[src/rtl/iir_pkg.sv]
// Shared definitions for the shift-add first-order IIR and its inverse FIR.
// Both ends use SH_A/SH_B so the pole and its cancelling zero stay matched.
package iir_pkg;

   localparam int unsigned W    = 14;
   localparam int unsigned LAT  = 3;
   localparam int unsigned SH_A = 1;
   localparam int unsigned SH_B = 4;

   typedef logic signed [W:0]   data_t;
   typedef logic signed [W+1:0] hsum_t;
   typedef logic signed [W+2:0] diff_t;

   localparam data_t Y_MAX = {1'b0, {W{1'b1}}};
   localparam data_t Y_MIN = {1'b1, {W{1'b0}}};
   localparam diff_t D_MAX = {3'b000, {W{1'b1}}};
   localparam diff_t D_MIN = {3'b111, {W{1'b0}}};

   // Clamp a wide difference into the data range.
   function automatic data_t saturate(input diff_t d);
      data_t r;
      if (d > D_MAX) begin
         r = Y_MAX;
      end else if (d < D_MIN) begin
         r = Y_MIN;
      end else begin
         r = d[W:0];
      end
      return r;
   endfunction

endpackage

[src/rtl/iir_inverse_fir_sat_clamp.sv]
// Combinational clamp of the W+3-bit difference to W+1 bits, flagging
// whenever the value had to be limited.
module sat_clamp
   import iir_pkg::*;
(
   input  logic signed [W+2:0] d,
   output logic signed [W:0]   y,
   output logic                ovf
);

   assign y   = saturate(d);
   assign ovf = (d > D_MAX) || (d < D_MIN);

endmodule

[src/rtl/iir_inverse_fir.sv]
// Three-stage shift-add FIR cancelling the 9/16 feedback pole of the
// forward IIR: e[n] = y[n] - (y[n-1]>>>1) - (y[n-1]>>>4), saturated.
module iir_inverse_fir
   import iir_pkg::*;
(
   input  logic              clk,
   input  logic              reset,
   input  logic              in_valid,
   input  logic signed [W:0] x_in,
   input  logic              sat_clr,
   output logic signed [W:0] y_out,
   output logic              y_valid,
   output logic              sat_flag
);

   data_t cur;
   data_t prev;
   data_t c2;
   hsum_t h;
   logic  v1;
   logic  v2;

   data_t prev_a_c;
   data_t prev_b_c;
   hsum_t h_c;
   diff_t d_c;
   data_t y_c;
   logic  ovf_c;

   assign prev_a_c = prev >>> SH_A;
   assign prev_b_c = prev >>> SH_B;
   assign h_c      = hsum_t'(prev_a_c) + hsum_t'(prev_b_c);
   assign d_c      = diff_t'(c2) - diff_t'(h);

   // History only advances on valid samples, so stalls never disturb it.
   always_ff @(posedge clk) begin
      if (reset) begin
         cur  <= '0;
         prev <= '0;
         v1   <= 1'b0;
      end else begin
         v1 <= in_valid;
         if (in_valid) begin
            cur  <= x_in;
            prev <= cur;
         end
      end
   end

   always_ff @(posedge clk) begin
      if (reset) begin
         h  <= '0;
         c2 <= '0;
         v2 <= 1'b0;
      end else begin
         h  <= h_c;
         c2 <= cur;
         v2 <= v1;
      end
   end

   sat_clamp u_sat_clamp (
      .d   (d_c),
      .y   (y_c),
      .ovf (ovf_c)
   );

   // y_out holds between results; consumers qualify with y_valid.
   always_ff @(posedge clk) begin
      if (reset) begin
         y_out   <= '0;
         y_valid <= 1'b0;
      end else begin
         y_valid <= v2;
         if (v2) begin
            y_out <= y_c;
         end
      end
   end

   // Sticky overflow: a new clamp beats a simultaneous clear.
   always_ff @(posedge clk) begin
      if (reset) begin
         sat_flag <= 1'b0;
      end else if (v2 && ovf_c) begin
         sat_flag <= 1'b1;
      end else if (sat_clr) begin
         sat_flag <= 1'b0;
      end
   end

endmodule

[config.mk]
export PLATFORM = sky130hd
export DESIGN_NAME = iir_inverse_fir
export DESIGN_NICKNAME = d
export VERILOG_FILES = /design/src/rtl/iir_pkg.sv /design/src/rtl/iir_inverse_fir_sat_clamp.sv /design/src/rtl/iir_inverse_fir.sv
export SDC_FILE = /design/constraint.sdc
export NUM_CORES = 1
export LEC_CHECK = 0
export CORE_ASPECT_RATIO = 0.75
export CORE_MARGIN = 10
export CORE_UTILIZATION = 30
export CTS_CLUSTER_SIZE = 16
export DETAILED_ROUTE_END_ITERATION = 16
export PLACE_DENSITY = 0.5
export SKIP_LAST_GASP = 1
export SYNTH_ARGS = -nofsm -noshare
export SYNTH_HDL_FRONTEND = slang
export SYNTH_HIERARCHICAL = 1
export SYNTH_SLANG_ARGS = --single-unit
[constraint.sdc]
create_clock -name clk -period 3.7 [get_ports clk]
set_clock_uncertainty 0.2 [all_clocks]
set_input_delay 0.37 -clock clk [delete_from_list [all_inputs] [get_ports clk]]
set_output_delay 0.37 -clock clk [all_outputs]
set_load 0.02 [all_outputs]
==> summary.md <==
| Metric | Value |
|---|---|
| Worst hold stages | 1 |
| Ys async rst share | 0 |
| Mean Syn Cell Area | 8.826 sq um |
| Synth Cell Area | 4095 sq um |
| Hold_buf cts | 0 |
| Post-route setup TNS | 0 ps |
| Total core area | between 10,000 and 15,000 sq um |
| Via count | 3,151 |
| Final period utilization | 0.8579 |
| CP arrival | approximately 3200 ps |
| Worst setup SP type | flop |
| Clock buffer depth | 2 |
| Clock-pin slew on the worst setup and hold paths | ~60 ps |
| Met2 Usage GRT | 0.1453 |
| Worst R2R Path Depth | 13 |
| Grt total ovfl | 0 |
| Critical Path RT | 3680 ps |
| FP Rows | 36 |
| Nets | 538 |
| Syn Nets | 513 |
| Met3 Use GR | 0.03117 |
| Gate Count Post-Synth | 464 |
| Drt wl/cell | ~13 microns |
| Max Slew Vio Count | 0 |
| Finished Layout Cells | 665 |
| #FFs+latches synth | 78 |
| Die X | 154.9 microns |
| Iter 0 DRT Violations | approximately 140 |
| Reg power frac | 0.381 |
| Post-route ant nets | 0 |
| Inserted Clock Buffers | 9 |
| Pwr dens | 490.1 nW/um^2 |
| Area delta synth->final | 19.13% |
| Logic pwr share | 0.231 |
| P_leak | 2.017 nW |
| First-pass GRT wire length | 14,890 microns |
| Htree depth | 3 |
| ANT cells | 0 |
| Largest net degree at the start of global routing | 42 |
| Clock power share | 0.387 |
| Max VDD drop | 204.1 uV |
| # setup viols final | 0 |
| Achievable frequency | 0.3150 GHz |
| Yosys top cell by area | dfxtp_1 |
| Vias/cell | around 4.7 |
| # resized after CTS | 0 |
| Number of enable flip-flop cells after synthesis | 0 |
| DRC | 0 |
| Post-route setup slack | 525.6 ps |
| Switching power | 0.6551 mW |
| Chip height | about 120 microns |
| Synth cell types | 45 |
| Status | finished clean |
| GR Util met1 | 0.1225 |
| Most Crowded Layer GR | met2 |
| Total setup buffers inserted after CTS | 0 |
| Endpoints failing hold | 0 |
| Most common cell in the netlist | nor2_1 |
| Top area cells in the synthesized netlist | dfxtp_1 38%, mux2i_1 11%, ha_1 8.6%, nor2_1 7.7%, nor2b_1 3.8% |
| Vias in the first global route | 3,103 |
| I/O pin cnt | 36 |
| DP Worst Slack | around 540 ps |
| CP max FO | 19 |
| Seq/Total Area, Yosys | 0.3813 |
| Starting Density | 0.3103 |
| GPL Wtd Cong | 0.7763 |
| CTS tree | done |
| # port buffers | 35 |
| Initial antenna violation count | 0 |
| Drt first pass iters | 4 |
| Die area | 18,770 sq um |
| Endpoint class of the critical path | flop |
| Total GRT Usage | 0.09561 |
| RSZ-0062 raised after global routing | false |
| Min-Delay Path Class | reg -> reg |
| Switching share of power | 0.2740 |
| Hpwl dp | 6303 microns |
| CTS Root Cell | clkbuf_16 |
| Clock sink count | 78 |
| Fillers | 1,347 |
| Fraction of layout instances using a drive strength above 1 | 0.05466 |
| Share of the synthesized area in the top cell type | 0.3813 |
| Kind of critical path | reg -> reg |
| Placed insts | 649 |
| MaxCap Viol Count | 0 |
| Synth Flop Type | dfxtp_1 |
| P_int | 1.736 mW |
| Slew HR | 0.3674 |
| Later-pin clock latency in the skew report | 330 ps |
| Synth Warn # | 6 |
| Routed WL | 8590 microns |
| Worst-Margin Slew | 947.7 ps |
| Final min period | 3174 ps |
| Post-synth top cells | 84 x nor2_1, 78 x dfxtp_1, 44 x mux2i_1 |
cell usage in the layout, fill, tap and decap left out, types with 2 or more instances in the layout:
master           Yosys  layout
a21oi_2              2       2
clkdlybuf4s50_1      0      33
buf_2                4       2
a311oi_1             3       3
nand2b_1             5       5
a21boi_1            14      14
nand2_1             12      12
o311a_1              2       2
nand4_1              2       2
a211oi_1             4       4
o31ai_1              2       2
xnor2_1             11      11
nor2b_1             25      25
buf_4                3       5
nor3_1               7       7
a21oi_1             14      14
inv_1               24      24
or3_1                2       2
fa_1                 2       2
xor2_1               6       6
o21ai_0             13      13
o22ai_1             15      14
a21o_1               7       7
dfxtp_1             78      78
nor2_1              84      84
ha_1                28      28
mux2i_1             44      44
o21a_1               5       5
clkbuf_16            0       9
nand3_1             11      11
clkbuf_8             0       4
o2111ai_1            3       3
final timing paths:
check                        from               endpoint  slack, ps
setup / recovery  h[1]$_SDFF_PP0_  y_out[5]$_SDFFE_PP0P_        530
hold / removal      v1$_SDFF_PP0_          v2$_SDFF_PP0_        250
setup reg to reg  h[1]$_SDFF_PP0_  y_out[5]$_SDFFE_PP0P_        530
hold reg to reg     v1$_SDFF_PP0_          v2$_SDFF_PP0_        250
state kept, by name, summed over array words and instances (netlist names):
signal    count
v1            1
sat_flag      1
y_valid       1
c2           15
y_out        15
cur          15
v2            1
prev         14
h            15
through the flow:
stage            util  power (mW)  instance area, sq um  hold WS [ps]
6_report       0.3696       2.391                  4878         247.2
3_5_place_dp   0.3453       1.486                  4557         244.1
3_3_place_gp   0.3453       1.478                  4557         230.1
5_1_grt        0.3696       2.531                  4878         275.1
2_1_floorplan       -       1.369                  4095         213.8
4_1_cts        0.3696       2.432                  4878         256.1
per-layer routing:
metal	share of wire	vias to the layer above
li1	-	1650
met1	0.51	1438
met2	0.43	53
met3	0.043	10
met4	0.017	0
met5	0	-
cell families after synthesis:
group / count (synthesis) / synth area share
adder cells (fa/ha/maj): 30 / 0.09533
XOR/XNOR: 17 / 0.03636
AND/OR/NAND/NOR: 156 / 0.1778
buffers and inverters: 50 / 0.05530
multiplexers: 44 / 0.1075
flip-flops: 78 / 0.3813
AO/OA/AOI/OAI: 89 / 0.1464
critical path, cell delays in order (launching register included):
cell and delay (ps):
dfxtp_1 350, inv_1 60, ha_1 260, nor2b_1 140, o2111ai_1 180, nand3_1 190, a21o_1 250, o311a_1 370
o22ai_2 270, buf_4 280, a21boi_1 180, o22ai_1 90, mux2i_1 140, nor2_1 60
power by group through the flow:
| stage | clock network, mW | registers, mW | logic, mW |
|---|---|---|---|
| floorplan | 0 | 0.937 | 0.431 |
| detailed placement | 0 | 0.931 | 0.554 |
| CTS | 0.963 | 0.913 | 0.557 |
| global placement | 0 | 0.931 | 0.547 |
| global route | 0.993 | 0.918 | 0.619 |
| finish | 0.926 | 0.912 | 0.553 |
final cells by class:
class,instances,area (sq um),share of cell area
clock buffers,14,284.0,0.05822
clock inverters,2,37.54,0.007694
inverters,24,90.09,0.01847
multi-input cells,336,2313,0.4742
flip-flops and latches,78,1562,0.3201
well taps,171,214.0,0.04386
repair buffers,40,377.9,0.07746
Note: power is estimated with default switching activity, not from simulation.
